[config.mk]
export PLATFORM = sky130hd
export DESIGN_NAME = bus_master_arb
export DESIGN_NICKNAME = d
export VERILOG_FILES = /design/src/rtl/bus_master_arb.sv
export SDC_FILE = /design/constraint.sdc
export NUM_CORES = 1
export LEC_CHECK = 0
export ABC_AREA = 1
export CORE_UTILIZATION = 23
export CTS_CLUSTER_DIAMETER = 80
export DETAILED_ROUTE_END_ITERATION = 7
export PLACE_DENSITY = 0.85
export SYNTH_ARGS = -nofsm -noshare
export SYNTH_HDL_FRONTEND = slang
export SYNTH_SLANG_ARGS = --single-unit
export TNS_END_PERCENT = 20
[constraint.sdc]
create_clock -name FCLK -period 1.7 [get_ports FCLK]
set_clock_uncertainty 0.15 [all_clocks]
set_input_delay 0.34 -clock FCLK [delete_from_list [all_inputs] [get_ports FCLK]]
set_output_delay 0.34 -clock FCLK [all_outputs]
set_load 0.02 [all_outputs]
[src/rtl/bus_master_arb.sv]
// Shared RAM bus arbiter: the 8088 owns the bus by default. On-chip masters
// obtain it through a HOLD/HLDA handshake and can then hand it from one to
// the next without returning it to the CPU.
module bus_master_arb #(
  parameter int NREQ      = 2,
  parameter int AW        = 20,
  parameter int DW        = 16,
  parameter int RR        = 0,
  parameter int MAX_GRANT = 0
) (
  input  logic               FCLK,
  input  logic               RESETL,
  input  logic [NREQ-1:0]    REQ,
  output logic [NREQ-1:0]    GNT,
  output logic               HOLD,
  input  logic               HLDA,
  input  logic               ALE,
  input  logic [AW-1:0]      CPU_A,
  input  logic [7:0]         CPU_DOUT,
  input  logic [NREQ*AW-1:0] M_A,
  input  logic [NREQ*DW-1:0] M_DOUT,
  input  logic [NREQ-1:0]    M_WR,
  input  logic [NREQ-1:0]    M_WORD,
  output logic [AW-1:0]      ABus,
  output logic               Write,
  output logic               Word,
  output logic [DW-1:0]      outRamData,
  output logic [3:0]         OWNER
);

  localparam int IW = (NREQ > 1) ? $clog2(NREQ) : 1;

  typedef enum logic [2:0] {
    ST_CPU,
    ST_HOLDREQ,
    ST_GRANT,
    ST_PREEMPT,
    ST_HANDOFF,
    ST_DROP
  } state_t;

  state_t          state_reg, state_next;
  logic [IW-1:0]   win_reg, win_next;
  logic [IW-1:0]   rr_ptr_reg;
  logic [15:0]     gcnt_reg;
  logic [7:0]      ale_reg;
  logic [IW-1:0]   pick;
  logic            pick_valid;
  logic            grant_load;
  logic [NREQ-1:0] win_mask;
  logic            other_pending;
  logic            cnt_hit;
  int              sel_idx;
  int              sel_base;

  // Per-master views of the packed master buses
  logic [AW-1:0] m_a    [NREQ];
  logic [DW-1:0] m_dout [NREQ];

  for (genvar gi = 0; gi < NREQ; gi++) begin : g_unpack
    assign m_a[gi]    = M_A[gi*AW +: AW];
    assign m_dout[gi] = M_DOUT[gi*DW +: DW];
  end

  // Winner search: scan from the highest offset down so the first request at
  // or after the base index is the one left standing.
  always_comb begin
    pick       = '0;
    pick_valid = 1'b0;
    sel_idx    = 0;
    sel_base   = (RR != 0) ? int'(rr_ptr_reg) : 0;
    for (int k = NREQ - 1; k >= 0; k--) begin
      sel_idx = (sel_base + k) % NREQ;
      if (REQ[IW'(sel_idx)]) begin
        pick       = IW'(sel_idx);
        pick_valid = 1'b1;
      end
    end
  end

  // One-hot of the current owner and preemption qualifiers
  always_comb begin
    win_mask          = '0;
    win_mask[win_reg] = 1'b1;
    other_pending     = |(REQ & ~win_mask);
    cnt_hit           = (MAX_GRANT != 0) && (int'(gcnt_reg) == MAX_GRANT - 1);
  end

  // State register
  always_ff @(posedge FCLK or negedge RESETL) begin
    if (!RESETL) state_reg <= ST_CPU;
    else         state_reg <= state_next;
  end

  // Owner, round-robin pointer and grant-length counter
  always_ff @(posedge FCLK or negedge RESETL) begin
    if (!RESETL) begin
      win_reg    <= '0;
      rr_ptr_reg <= '0;
      gcnt_reg   <= '0;
    end else begin
      win_reg <= win_next;
      if (grant_load) begin
        gcnt_reg   <= '0;
        rr_ptr_reg <= (win_next == IW'(NREQ - 1)) ? '0 : win_next + 1'b1;
      end else if (state_reg == ST_GRANT) begin
        gcnt_reg <= gcnt_reg + 16'd1;
      end
    end
  end

  // Capture the multiplexed low address byte while ALE is high
  always_ff @(posedge FCLK or negedge RESETL) begin
    if (!RESETL)  ale_reg <= '0;
    else if (ALE) ale_reg <= CPU_A[7:0];
  end

  // Next-state logic; losing HLDA while holding always returns to the CPU
  always_comb begin
    state_next = state_reg;
    win_next   = win_reg;
    grant_load = 1'b0;
    case (state_reg)
      ST_CPU: begin
        if (|REQ) state_next = ST_HOLDREQ;
      end
      ST_HOLDREQ: begin
        if (HLDA && pick_valid) begin
          state_next = ST_GRANT;
          win_next   = pick;
          grant_load = 1'b1;
        end else if (!(|REQ)) begin
          state_next = ST_DROP;
        end
      end
      ST_GRANT: begin
        if (!HLDA)                          state_next = ST_CPU;
        else if (!REQ[win_reg])             state_next = ST_HANDOFF;
        else if (cnt_hit && other_pending)  state_next = ST_PREEMPT;
      end
      ST_PREEMPT: begin
        if (!HLDA)              state_next = ST_CPU;
        else if (!REQ[win_reg]) state_next = ST_HANDOFF;
      end
      ST_HANDOFF: begin
        if (!HLDA) begin
          state_next = ST_CPU;
        end else if (pick_valid) begin
          state_next = ST_GRANT;
          win_next   = pick;
          grant_load = 1'b1;
        end else begin
          state_next = ST_DROP;
        end
      end
      ST_DROP: begin
        if (!HLDA) state_next = ST_CPU;
      end
      default: state_next = ST_CPU;
    endcase
  end

  // Output decode: strobes only pass through while a grant is active
  always_comb begin
    GNT        = '0;
    HOLD       = 1'b0;
    OWNER      = 4'd0;
    Write      = 1'b0;
    Word       = 1'b0;
    ABus       = m_a[win_reg];
    outRamData = m_dout[win_reg];
    case (state_reg)
      ST_CPU: begin
        ABus       = {CPU_A[AW-1:8], ale_reg};
        outRamData = DW'(CPU_DOUT);
      end
      ST_GRANT: begin
        GNT   = win_mask;
        HOLD  = 1'b1;
        OWNER = 4'(win_reg) + 4'd1;
        Write = M_WR[win_reg];
        Word  = M_WORD[win_reg];
      end
      ST_HOLDREQ, ST_PREEMPT, ST_HANDOFF: begin
        HOLD = 1'b1;
      end
      default: ;
    endcase
  end

endmodule

==> impl_results.md <==
* Outcome: finished, violations left
* Failing checks: setup timing
* Nets at 417
* DRT Pass-1 Iters at 4
* Worst path required time at 1.21 ns
* Final-report max-slew violation count at 0
* Vias per cell at 4.312
* DP Worst Slack at -0.4103 ns
* Final Wtd Congestion at 0.7878
* Detail-routed net length per standard cell at 11.09 µm
* Synthesized area per cell at 5.610 µm²
* H-tree levels at 1
* Die X at between 60 and 70 µm
* Fin crit period at 1.998 ns
* Area contributors post-synth: nand2_1 (32%), dfrtp_1 (27%), inv_1 (9.5%)
* # port buffers at 112
* Maximum clock path buffer count at 2
* Core area at 4144 µm²
* DPL Wire Length at 2967 µm
* Placed cell areas at 2237 µm²
* Initial DRC count at 28
* Hold buffer count at CTS at 0
* Post-synth ARST share at 100.0%
* Most common cell in the netlist: nand2_1
* Critical path's largest stage delay at between 0.4 and 0.5 ns
* Die Y at 68.99 µm
* CP Data Arrival Time at ~1.5 ns
* Pwr dens at 1623 nW/µm²
* RSZ-0062 raised after global routing: yes
* Post-synth top area cell: nand2_1
* Largest family of logic cells by synthesized area: simple AND/OR/NAND/NOR gates
* WL final at 3947 µm
* Achievable Freq at 0.5004 GHz
* Slowest stage cell, crit path: dfrtp_1
* Fin. Hold Viols at 0
* Maximum fanout along the worst path at 6
* Worst-path clk slew at 0.05 ns
* Yosys cell types at 16
* Peak supply drop at 1.176 mV
* Most used cell, CP: nand2_1
* Vias in the first global route at 1226
* Setup ws final at -0.2983 ns
* Antenna violations before repair at 0
* Critical path, cell by cell: nor2_4 > nand2_8 > buf_12 > buf_8 > nand2_1 > nand2_1 > buf_6
* Sequential element share of the synthesized area at 26.67%
* Max cap viols at 0
* Yosys Warn Count at 0
* Post-synthesis compound-gate area fraction at roughly a tenth
* Top cell type's share of synthesized area at 31.64%
* Top Ports at 155
* Syn-to-layout area delta at 124.0%
* Final Setup Violations at 39
* Clk root buf: clkbuf_8
* Gr usage total at 14.18%
* # clock sinks at 11
* Synth Area in XOR/XNOR at 0%
* DRC violations left at 0
* First-pass GRT wire length at 5023 µm
* Hold Path Class: input pin to async pin
* Synth Area in Adders at 0%
* Synth Area in Simple Gates at 43.39%
* Static Leak at between 1 and 1.5 nW
* Final instance area at 2312 µm²
* Post-synth top flop: dfrtp_1
* Period utilisation layout at 117.5%
* Multiplexer area fraction after synthesis at 0%
* Setup CP Type: register to primary output
* Synth cell count leaders: nand2_1 (87), inv_1 (26), o21ai_0 (18)
* Largest register FFs at 8
* Share of cells above drive strength 1 at approximately a quarter
* Mapped cell area at 1032 µm²
* Synthesized instance count at 184
* Number of enable flip-flop cells after synthesis at 0
* Via count at 1535
* Layout Cells excl Fill at around 360
* CTS tree: built
* Rows at 23
* ANT cells at 0
* Initial Util at roughly a quarter
* Maximum number of pins on one net before global-route repair at 19
* Total CTS buffers at 3
* Placed cells at about 350
* Clock Latency Late Sink at between 0.2 and 0.25 ns
* Crit end category: primary output
* #FFs+latches synth at 11
* Post-route ant nets at 0
* Die area at between 4000 and 5000 µm²
* Crit start category: register
* Grt total ovfl at 0
[per-layer routing]
metal / track usage, % / routed length [µm] / up-vias
met1: 13.00 / 1295 / 662
met4: 6.888 / 56 / 0
met5: 0 / 0 / -
met3: 2.796 / 511 / 5
met2: 28.88 / 2084 / 82
li1: - / - / 786
[cell families after synthesis]
group                  count (synthesis)
AND/OR/NAND/NOR                      113
buffers and inverters                 40
AO/OA/AOI/OAI                         19
flip-flops                            11
other                                  1
[area by class of cell]
cell class              instances  area [µm²]
fillers                       397        1832
well taps                      50       62.56
repair inverters                1       8.758
multi-input cells             136       623.1
inverters                      27       108.9
flip-flops and latches         11       275.3
clock buffers                   4       45.04
repair buffers                127        1189
[power breakdown]
group,leakage [nW],internal [mW],switching (mW)
Sequential,0.135,0.313,0.0373
Combinational,1.06,1.41,1.73
Clock,0.0228,0.165,0.0981
[cell usage in the layout (no fill, tap or decap), drive strengths merged]
cell type	Yosys	routed
clkdlybuf4s50	0	71
o21ai	18	18
clkbuf	2	7
dfrtp	11	11
nand3	7	7
conb	1	4
buf	11	50
nor2	16	16
clkdlybuf4s15	0	1
nand4	2	2
inv	27	28
dlygate4sd2	0	2
nand2	88	88
o22ai	1	1
[worst paths after layout]
kind                       slack, ns  cells past startpoint    startpoint            end
hold / removal                  0.27                      1        RESETL   state_reg[1]
setup reg to reg                0.31                      7  state_reg[0]   state_reg[2]
setup / recovery               -0.30                      7  state_reg[2]  outRamData[5]
min in group FCLK               0.38                      2    ale_reg[0]     ale_reg[0]
max in group asynchronous       0.81                      1        RESETL     ale_reg[0]
hold reg to reg                 0.38                      2    ale_reg[0]     ale_reg[0]
[critical path, delay by kind of cell (launching register included)]
| family | cells | cell delay [ns] |
|---|---|---|
| flip-flops | 1 | 0.42 |
| buffers and inverters | 3 | 0.42 |
| AND/OR/NAND/NOR | 4 | 0.43 |
[timing repair]
action | 4_1_cts | 5_1_grt
gates resized for setup | 155 | 72
pin swaps | 1 | 10
cloned | 1 | 2
endpoints found under the setup margin | 41 | 41
setup buffers | 0 | 0
[per-stage QoR]
| stage | hold slack (ns) | total power, mW | util (%) | setup TNS (ns) |
|---|---|---|---|---|
| floorplan | -0.1056 | 1.920 | - | -0.8887 |
| global placement | 0.3559 | 3.244 | 53.99 | -13.13 |
| detailed placement | 0.3665 | 3.292 | 53.99 | -14.13 |
| CTS | 0.2886 | 3.374 | 53.89 | -8.238 |
| global route | 0.3150 | 4.066 | 55.80 | -11.24 |
| finish | 0.2740 | 3.754 | 55.80 | -8.188 |
Power figures use the tool's default switching activity.
